--- src/rtl/sata_rx_prim_decoder.sv ---
// SATA receive link-layer front end: strips ALIGN, decodes primitives, expands CONTp,
// tracks SOF..EOF framing and delivers payload dwords, all through one register stage.
module sata_rx_prim_decoder #(
    parameter int MAX_DWORDS = 8194,
    parameter int LEN_W      = 14
) (
    input  logic             clk,
    input  logic             reset,
    input  logic             linkup,
    input  logic [31:0]      rx_datain,
    input  logic [3:0]       rx_charisk_in,
    output logic [3:0]       prim_code,
    output logic             prim_valid,
    output logic [31:0]      data_out,
    output logic             data_valid,
    output logic             sof_pulse,
    output logic             eof_pulse,
    output logic             frame_active,
    output logic [LEN_W-1:0] frame_len,
    output logic             err_unknown_prim,
    output logic             err_bad_cont,
    output logic             err_frame_long,
    output logic             frame_abort
);

    typedef enum logic [3:0] {
        P_NONE    = 4'd0,
        P_SYNC    = 4'd1,
        P_X_RDY   = 4'd2,
        P_R_RDY   = 4'd3,
        P_R_IP    = 4'd4,
        P_R_OK    = 4'd5,
        P_R_ERR   = 4'd6,
        P_SOF     = 4'd7,
        P_EOF     = 4'd8,
        P_HOLD    = 4'd9,
        P_HOLDA   = 4'd10,
        P_WTRM    = 4'd11,
        P_DMAT    = 4'd12,
        P_UNKNOWN = 4'd15
    } prim_e;

    typedef enum logic [1:0] {S_IDLE, S_PRIM, S_CONT} state_e;
    typedef enum logic [2:0] {D_DATA, D_ALIGN, D_CONT, D_PRIM, D_UNKNOWN} kind_e;

    localparam logic [LEN_W:0] LONG_MARK = (LEN_W+1)'(MAX_DWORDS + 1);

    state_e           state_q, state_d;
    prim_e            last_q, last_d;
    logic             long_seen_q, long_seen_d;
    kind_e            kind;
    prim_e            dec_code;
    logic             in_cont;
    logic [LEN_W:0]   len_inc;

    logic [3:0]       code_d;
    logic             pvalid_d, dvalid_d, sof_d, eof_d, active_d;
    logic             unk_d, bad_d, long_d, abort_d;
    logic [31:0]      dout_d;
    logic [LEN_W-1:0] len_d;

    // Full-word match implies the byte0 check: only BC (ALIGN) and 7C words are listed.
    always_comb begin
        kind     = D_UNKNOWN;
        dec_code = P_UNKNOWN;
        if (rx_charisk_in == 4'b0000) begin
            kind = D_DATA;
        end else if (rx_charisk_in == 4'b0001) begin
            kind = D_PRIM;
            case (rx_datain)
                32'h7B4A4ABC: kind     = D_ALIGN;
                32'h9999AA7C: kind     = D_CONT;
                32'hB5B5957C: dec_code = P_SYNC;
                32'h5757B57C: dec_code = P_X_RDY;
                32'h4A4A957C: dec_code = P_R_RDY;
                32'h5555B57C: dec_code = P_R_IP;
                32'h3535B57C: dec_code = P_R_OK;
                32'h5656B57C: dec_code = P_R_ERR;
                32'h3737B57C: dec_code = P_SOF;
                32'hD5D5B57C: dec_code = P_EOF;
                32'hD5D5AA7C: dec_code = P_HOLD;
                32'h9595AA7C: dec_code = P_HOLDA;
                32'h5858B57C: dec_code = P_WTRM;
                32'h3636B57C: dec_code = P_DMAT;
                default:      kind     = D_UNKNOWN;
            endcase
        end
    end

    assign in_cont = (state_q == S_CONT);
    assign len_inc = {1'b0, frame_len} + (LEN_W+1)'(1);

    // NOTE: every variable driven here gets a default first, so no path can infer a latch.
    always_comb begin
        state_d     = state_q;
        last_d      = last_q;
        long_seen_d = long_seen_q;
        code_d      = prim_code;
        pvalid_d    = 1'b0;
        dout_d      = data_out;
        dvalid_d    = 1'b0;
        sof_d       = 1'b0;
        eof_d       = 1'b0;
        active_d    = frame_active;
        len_d       = frame_len;
        unk_d       = 1'b0;
        bad_d       = 1'b0;
        long_d      = 1'b0;
        abort_d     = 1'b0;

        if (!linkup) begin
            state_d     = S_IDLE;
            last_d      = P_NONE;
            long_seen_d = 1'b0;
            code_d      = P_NONE;
            dout_d      = '0;
            active_d    = 1'b0;
            len_d       = '0;
            abort_d     = frame_active;
        end else begin
            state_d = in_cont ? S_CONT : S_PRIM;
            case (kind)
                D_ALIGN: begin
                    if (in_cont) begin
                        pvalid_d = 1'b1;
                        code_d   = last_q;
                    end
                end
                D_DATA: begin
                    if (in_cont) begin
                        // Scrambled filler between CONT and the next primitive.
                        pvalid_d = 1'b1;
                        code_d   = last_q;
                    end else if (frame_active) begin
                        dvalid_d = 1'b1;
                        dout_d   = rx_datain;
                        if (frame_len != '1)
                            len_d = len_inc[LEN_W-1:0];
                        if (len_inc == LONG_MARK && !long_seen_q) begin
                            long_d      = 1'b1;
                            long_seen_d = 1'b1;
                        end
                    end
                end
                D_CONT: begin
                    if (in_cont || !(last_q inside {P_NONE, P_SOF, P_EOF, P_UNKNOWN})) begin
                        state_d  = S_CONT;
                        pvalid_d = 1'b1;
                        code_d   = last_q;
                    end else begin
                        state_d = S_PRIM;
                        bad_d   = 1'b1;
                    end
                end
                D_UNKNOWN: begin
                    state_d  = S_PRIM;
                    last_d   = P_UNKNOWN;
                    code_d   = P_UNKNOWN;
                    pvalid_d = 1'b1;
                    unk_d    = 1'b1;
                end
                default: begin
                    state_d  = S_PRIM;
                    last_d   = dec_code;
                    code_d   = dec_code;
                    pvalid_d = 1'b1;
                    if (dec_code == P_SOF) begin
                        active_d    = 1'b1;
                        len_d       = '0;
                        long_seen_d = 1'b0;
                        sof_d       = 1'b1;
                    end else if (dec_code == P_EOF && frame_active) begin
                        active_d = 1'b0;
                        eof_d    = 1'b1;
                    end
                end
            endcase
        end
    end

    // NOTE: sequential state uses non-blocking assignments so all registers update together.
    always_ff @(posedge clk) begin
        if (!reset) begin
            state_q          <= S_IDLE;
            last_q           <= P_NONE;
            long_seen_q      <= 1'b0;
            prim_code        <= '0;
            prim_valid       <= 1'b0;
            data_out         <= '0;
            data_valid       <= 1'b0;
            sof_pulse        <= 1'b0;
            eof_pulse        <= 1'b0;
            frame_active     <= 1'b0;
            frame_len        <= '0;
            err_unknown_prim <= 1'b0;
            err_bad_cont     <= 1'b0;
            err_frame_long   <= 1'b0;
            frame_abort      <= 1'b0;
        end else begin
            state_q          <= state_d;
            last_q           <= last_d;
            long_seen_q      <= long_seen_d;
            prim_code        <= code_d;
            prim_valid       <= pvalid_d;
            data_out         <= dout_d;
            data_valid       <= dvalid_d;
            sof_pulse        <= sof_d;
            eof_pulse        <= eof_d;
            frame_active     <= active_d;
            frame_len        <= len_d;
            err_unknown_prim <= unk_d;
            err_bad_cont     <= bad_d;
            err_frame_long   <= long_d;
            frame_abort      <= abort_d;
        end
    end

endmodule

--- config.mk ---
export PLATFORM = sky130hd
export DESIGN_NAME = sata_rx_prim_decoder
export DESIGN_NICKNAME = d
export VERILOG_FILES = /design/src/rtl/sata_rx_prim_decoder.sv
export SDC_FILE = /design/constraint.sdc
export NUM_CORES = 1
export LEC_CHECK = 0
export ABC_AREA = 1
export BUFFER_PORTS_ARGS = -buffer_cell sky130_fd_sc_hd__buf_2
export CAP_MARGIN = 5
export CORE_ASPECT_RATIO = 2
export CORE_MARGIN = 1.5
export CORE_UTILIZATION = 27
export DETAILED_ROUTE_END_ITERATION = 10
export PLACE_DENSITY_LB_ADDON = 0.3
export SYNTH_ARGS = -nofsm -noshare
export SYNTH_HDL_FRONTEND = slang
export SYNTH_SLANG_ARGS = --single-unit
export TNS_END_PERCENT = 30
--- constraint.sdc ---
create_clock -name clk -period 2 [get_ports clk]
set_input_delay 0.3 -clock clk [delete_from_list [all_inputs] [get_ports clk]]
set_output_delay 0.3 -clock clk [all_outputs]
set_load 0.005 [all_outputs]
==> impl_metrics.py, run 1 <==
metrics = {
    "run": {
        "drv_cap": 0,
    },
    "power_and_ir_drop": {
        "ir_drop_v": 0.000433,
        "power_density_nw_per_um2": 566,
        "p_leak_nw": 2.70,
    },
    "die": {
        "fp.dieW_um": 88.0,
        "rows": 62,
        "core-area_sq_um": 14200,
        "initial_utilization": 0.275,
        "die-area_sq_um": 15200,
        "ios": 98,
        "die_y_um": 173,
    },
    "sta": {
        "slew_headroom": 0.673,
        "max_freq_mhz": 504,
        "fin_crit_ns": 1.98,
        "rsz0062_at_grt": "true",
        "finalMaxSlewViolations": 0,
        "layout_setup_ws_ns": 0.0151,
        "skew_ns": 0.00791,
        "final-hold-violation-count": 0,
        "fin_crit_sh": 0.992,
        "worstMarginPinSlew_ns": 0.490,
        "fin_hold_ws_ns": 0.162,
        "setup_viol": 0,
    },
    "status": {
        "status": "complete, no violations",
    },
    "clock_network": {
        "cts-htree-levels": 3,
        "cts_tree": "yes",
        "path_clk_slew_ns": 0.06,
        "clock-root-buffer": "clkbuf_16",
        "cts_sinks": 66,
        "clk_latency_ns": 0.34,
        "cts_buffers": 9,
        "cts_buffer_depth": 2,
    },
    "detailed_routing": {
        "drcViolationCount": 0,
        "wl_per_cell_um": 12.5,
        "drt_iter0_drc": 212,
        "wirelength_um": 12200,
        "drt-pass1-iter-count": 4,
        "num_vias": 4367,
        "via_per_inst": 4.47,
        "antenna_left": 0,
    },
    "final_layout": {
        "area_growth_pct": 42.1,
        "fin_util": 0.390,
        "nets": 820,
        "drive_gt1_frac": 0.338,
        "antenna_cells": 0,
    },
    "global_routing": {
        "grt_usage": 0.161,
        "antenna_found_initial": 0,
        "grt_pass1_vias": 4226,
        "grt_pass1_wl_um": 19400,
        "grt_overflow": 0,
        "grt_max_degree": 60,
    },
    "critical_path": {
        "path_delay_family": "simple AND/OR/NAND/NOR gates",
        "end_kind": "flop",
        "worstPathCellList": "ha_4, nand3_4, nor3_4, nand2_2, nor3_4, nand4_1, nand2_4, nand2_8, buf_6, o21ai_4, nor2_1",
        "arrival_ns": 2.20,
        "path_class": "flop to flop",
        "cp_slowest_cell": "dfxtp_2",
        "cp.required_ns": 2.22,
        "crit_fanout": 5,
        "path_common_cell": "nor3_4",
        "max_stage_delay_ns": 0.35,
        "cp_num_buf_inv": 1,
        "cp-start-kind": "flop",
    },
    "synthesis": {
        "syn-mean-instance-area_sq_um": 6.38,
        "synthDistinctLibCells": 35,
        "synth_area_sq_um": 3900,
        "ys_seq_elements": 66,
        "yosysSeqAreaShare": 0.339,
        "synth_ff_type": "dfxtp_1",
        "ys_async_sr_fraction": 0,
        "synth-edff-count": 0,
        "syn_inst": 611,
        "yosys_warnings": 0,
        "synth_nets": 652,
    },
    "place": {
        "gp_congestion": 0.903,
        "pre_cts_ws_ns": -0.123,
        "portBuffers": 97,
        "post-dp-hpwl_um": 9450,
    },
    "worst_hold_path": {
        "hp-class": "input port to flop",
    },
}
final timing paths:
| path | cells after the start | to | slack (ns) | startpoint |
|---|---|---|---|---|
| setup / recovery | 11 | frame_len[1] | 0.02 | frame_len[1] |
| hold / removal | 2 | frame_abort | 0.16 | linkup |
| setup reg to reg | 11 | frame_len[1] | 0.02 | frame_len[1] |
| hold reg to reg | 2 | last_q[3] | 0.47 | last_q[3] |
cell usage in the layout, fill, tap and decap left out, drive strengths merged:
| cell type | count |
|---|---|
| nand2 | 172 |
| buf | 171 |
| nor2 | 125 |
| inv | 69 |
| dfxtp | 66 |
| o21ai | 57 |
| a21oi | 35 |
| nand3 | 27 |
| nand4 | 15 |
| nor3 | 13 |
| clkbuf | 11 |
| xor2 | 6 |
| xnor2 | 4 |
| clkinvlp | 2 |
| ha | 2 |
| clkinv | 2 |
| nor4 | 1 |
| o2111ai | 1 |
| a31oi | 1 |
| o211ai | 1 |
| or2 | 1 |
| and3 | 1 |
| nor3b | 1 |
stage by stage:
stage               instance area, sq um  total power [W]  std cells  TNS [ns]
floorplan                           3900          0.00149        611         0
global placement                    5100          0.00165        955     -1.76
detailed placement                  5100          0.00165        955     -1.84
CTS                                 5390          0.00317        971         0
global route                        5540          0.00325        976     -1.37
finish                              5540          0.00314        976         0
registers in the layout, summed over array words and instances (netlist names), 2 cells and up:
name and cells:
state_q 2, frame_len 14, prim_code 4, last_q 4, data_out 32
repair_timing:
| action | in CTS | in global routing |
|---|---|---|
| buffers inserted | 0 | 3 |
| setup endpoints to repair | 0 | 16 |
| resized for setup | 0 | 31 |
| hold buffers | 0 | 0 |
where the power goes:
group | internal (W) | switching (W) | leakage (nW) | total, W
Clock | 0.000910 | 0.000609 | 0.138 | 0.00152
Sequential | 0.00133 | 0.00000585 | 0.535 | 0.00133
Combinational | 0.000120 | 0.000164 | 2.03 | 0.000285
routing by layer:
metal  wire [um]  GRT usage  vias up
met5           0          0        -
met4         284     0.0615        0
met3         589     0.0363       20
met2        5940      0.270      109
met1        5390      0.196     1953
li1            -          -     2285
logic make-up (layout without fill, tap and decap cells):
logic type                 Yosys count  count (layout)  synth area share
xor gates and xnor gates            10              10            0.0225
adders and majority gates            2               2           0.00642
AOI/OAI and AO/OA                   95              95             0.124
and+or+nand+nor                    354             356             0.422
buffers and inverters               84             255            0.0857
DFF                                 66              66             0.339
cells in the mapped netlist (12+ instances only):
cell type  instances  area (sq um)
a21oi_1           35           175
o21ai_0           45           225
nand4_1           13          81.3
inv_1             53           199
inv_2             15          56.3
nor2_1           113           424
dfxtp_1           66          1320
o21ai_1           12          60.1
nand2_2           15          93.8
clkbuf_1          13          48.8
nand3_1           22           110
nand2_1          151           567
area by class of cell:
type	count	area, sq um
clock buffers	11	253
clock inverters	5	37.5
fillers	1503	8660
inverters	68	255
multi-input cells	463	2360
flip-flops and latches	66	1320
well taps	192	240
repair buffers	171	1060
worst register-to-register path, stage by stage, from the launching register on:
cell and delay (ns):
dfxtp_2 0.35, ha_4 0.15, nand3_4 0.08, nor3_4 0.21, nand2_2 0.09, nor3_4 0.17, nand4_1 0.19, nand2_4 0.20
nand2_8 0.09, buf_6 0.13, o21ai_4 0.13, nor2_1 0.05
(Power assumes the default switching activity.)
==> inputs of run 2 (changes only) <==
Settings changed: MAX_ROUTING_LAYER set to met4.
==> run 2 against run 1 <==
Clock-buffer cell count is 2 lower; sequential share of layout area is 0.11 points higher; worst hold slack worse by 0.014 ns; sequential power hardly changed; worst setup slack worse by 0.0079 ns; maximum frequency is 0.40% lower; utilization is 0.15 points lower; critical path depth stayed put; clock power is 5% higher; design area is 0.38% lower; critical endpoint is now frame_len[3]; highest routed layer unchanged.
==> impl_metrics.py, run 2 (synthesis gave the netlist of run 1 again) <==
metrics = {
    "die": {
        "die_y_um": 173,
        "ios": 98,
        "fp.dieW_um": 88.0,
        "die-area_sq_um": 15200,
        "rows": 62,
        "initial_utilization": 0.275,
        "core-area_sq_um": 14200,
    },
    "detailed_routing": {
        "drcViolationCount": 0,
        "wl_per_cell_um": 12.4,
        "wirelength_um": 12100,
        "via_per_inst": 4.45,
        "drt_iter0_drc": 201,
        "drt-pass1-iter-count": 4,
        "antenna_left": 0,
        "num_vias": 4336,
    },
    "sta": {
        "fin_hold_ws_ns": 0.148,
        "slew_headroom": 0.673,
        "setup_viol": 0,
        "rsz0062_at_grt": "true",
        "finalMaxSlewViolations": 0,
        "worstMarginPinSlew_ns": 0.491,
        "skew_ns": 0.00822,
        "final-hold-violation-count": 0,
        "fin_crit_ns": 1.99,
        "fin_crit_sh": 0.996,
        "max_freq_mhz": 502,
    },
    "worst_hold_path": {
        "hp-class": "input port to flop",
    },
    "global_routing": {
        "grt_overflow": 0,
        "grt_pass1_wl_um": 19800,
        "antenna_found_initial": 0,
        "grt_pass1_vias": 4277,
        "grt_max_degree": 60,
        "grt_usage": 0.170,
    },
    "critical_path": {
        "worstReg2RegStart": "frame_len[1]",
        "cp-endpoint": "frame_len[3]",
        "worstSetupStartpoint": "frame_len[1]",
        "cp.required_ns": 2.22,
        "r2r_setup_slack_ns": 0.007,
        "max_stage_delay_ns": 0.35,
        "path_class": "flop to flop",
        "worstPathCellList": "ha_4, nand3_4, nor3_4, nand2_2, nor3_4, nand4_1, nand2_4, nand2_8, buf_4, o21ai_1, nor2_1",
        "path_common_cell": "nor3_4",
        "reg2reg_depth": 11,
        "arrival_ns": 2.21,
        "end_kind": "flop",
        "crit_fanout": 5,
        "cp_slowest_cell": "dfxtp_2",
        "regToRegEndpoint": "frame_len[3]",
        "cp-start-kind": "flop",
    },
    "final_layout": {
        "seq_area_sq_um": 1330,
        "fin_cells": 974,
        "drive_gt1_frac": 0.334,
        "fin_util": 0.389,
        "nets": 818,
        "top_register": "data_out",
        "largest_reg_flops": 32,
        "multi_input_area_sq_um": 2350,
        "layout_common_cells": "149 x nand2_1, 113 x nor2_1, 97 x buf_2",
        "fill_cells": 1528,
        "antenna_cells": 0,
        "area_growth_pct": 41.6,
        "final_common_cell": "nand2_1",
        "top_regs": "data_out x32, frame_len x14",
    },
    "clock_network": {
        "cts-htree-levels": 3,
        "clock-root-buffer": "clkbuf_16",
        "cts_sinks": 66,
        "path_clk_slew_ns": 0.06,
        "clk_latency_ns": 0.34,
        "cts_buffers": 9,
        "cts_buffer_depth": 2,
        "cts_tree": "yes",
    },
    "place": {
        "post-dp-hpwl_um": 9390,
        "portBuffers": 97,
        "gp_congestion": 0.920,
        "dp_cells": 955,
    },
    "power_and_ir_drop": {
        "power_w": 0.00321,
        "ir_drop_v": 0.000374,
        "power_density_nw_per_um2": 581,
        "p_leak_nw": 2.70,
    },
    "run": {
        "drv_cap": 0,
    },
    "status": {
        "status": "complete, no violations",
    },
}
[run 2: changes by cell type in the layout (fill, tap and decap cells not counted), moves of 2 or more]
cell,previous run,this run
clkinv_4,1,4
clkbuf_8,2,0
clkinvlp_4,2,0
o21ai_1,8,10
[run 2: critical path, delay by kind of cell (launching register included)]
family	cells	cell delay [ns]
AO/OA/AOI/OAI	1	0.11
adder cells (fa/ha/maj)	1	0.15
buffers and inverters	1	0.15
flip-flops	1	0.35
AND/OR/NAND/NOR	8	1.11
[run 2: what timing repair did]
action / CTS / global route
setup buffers: 0 / 1
resized for setup: 0 / 27
hold buffers: 0 / 0
endpoints found under the setup margin: 0 / 16
[run 2: final cells by class]
type	count	area share
clock inverters	7	0.0143
repair buffers	169	0.190
multi-input cells	463	0.425
well taps	192	0.0435
inverters	68	0.0463
clock buffers	9	0.0408
flip-flops and latches	66	0.240
[run 2: metal layers]
| layer | vias up | routed length, um | track usage |
|---|---|---|---|
| li1 | 2281 | - | - |
| met1 | 1931 | 5480 | 0.209 |
| met2 | 106 | 5770 | 0.268 |
| met3 | 18 | 528 | 0.0305 |
| met4 | 0 | 273 | 0.0701 |
| met5 | - | 0 | - |
[run 2: worst min-delay path by stage]
stage / from / end / slack [ns] / cells after the start
2_1_floorplan: linkup / frame_abort / 0.37 / 1
3_3_place_gp: last_q[3] / last_q[3] / 0.46 / 2
3_5_place_dp: last_q[3] / last_q[3] / 0.47 / 2
4_1_cts: linkup / frame_abort / 0.13 / 2
5_1_grt: linkup / frame_abort / 0.13 / 2
6_report: linkup / frame_abort / 0.15 / 2
[run 2: stage by stage]
stage / setup slack (ns) / area (sq um) / TNS [ns]
finish: 0.00723 / 5520 / 0
global route: -0.147 / 5520 / -1.72
CTS: 0.0193 / 5400 / 0
detailed placement: -0.143 / 5100 / -2.02
global placement: -0.130 / 5100 / -1.83
floorplan: 0.117 / 3900 / 0
[run 2: power breakdown]
| part | switching, W | leakage (nW) | total, W | internal [W] |
|---|---|---|---|---|
| sequential | 0.00000572 | 0.536 | 0.00133 | 0.00133 |
| combinational | 0.000164 | 2.01 | 0.000284 | 0.000120 |
| clock | 0.000616 | 0.150 | 0.00159 | 0.000974 |
| total | 0.000785 | 2.70 | 0.00321 | 0.00242 |
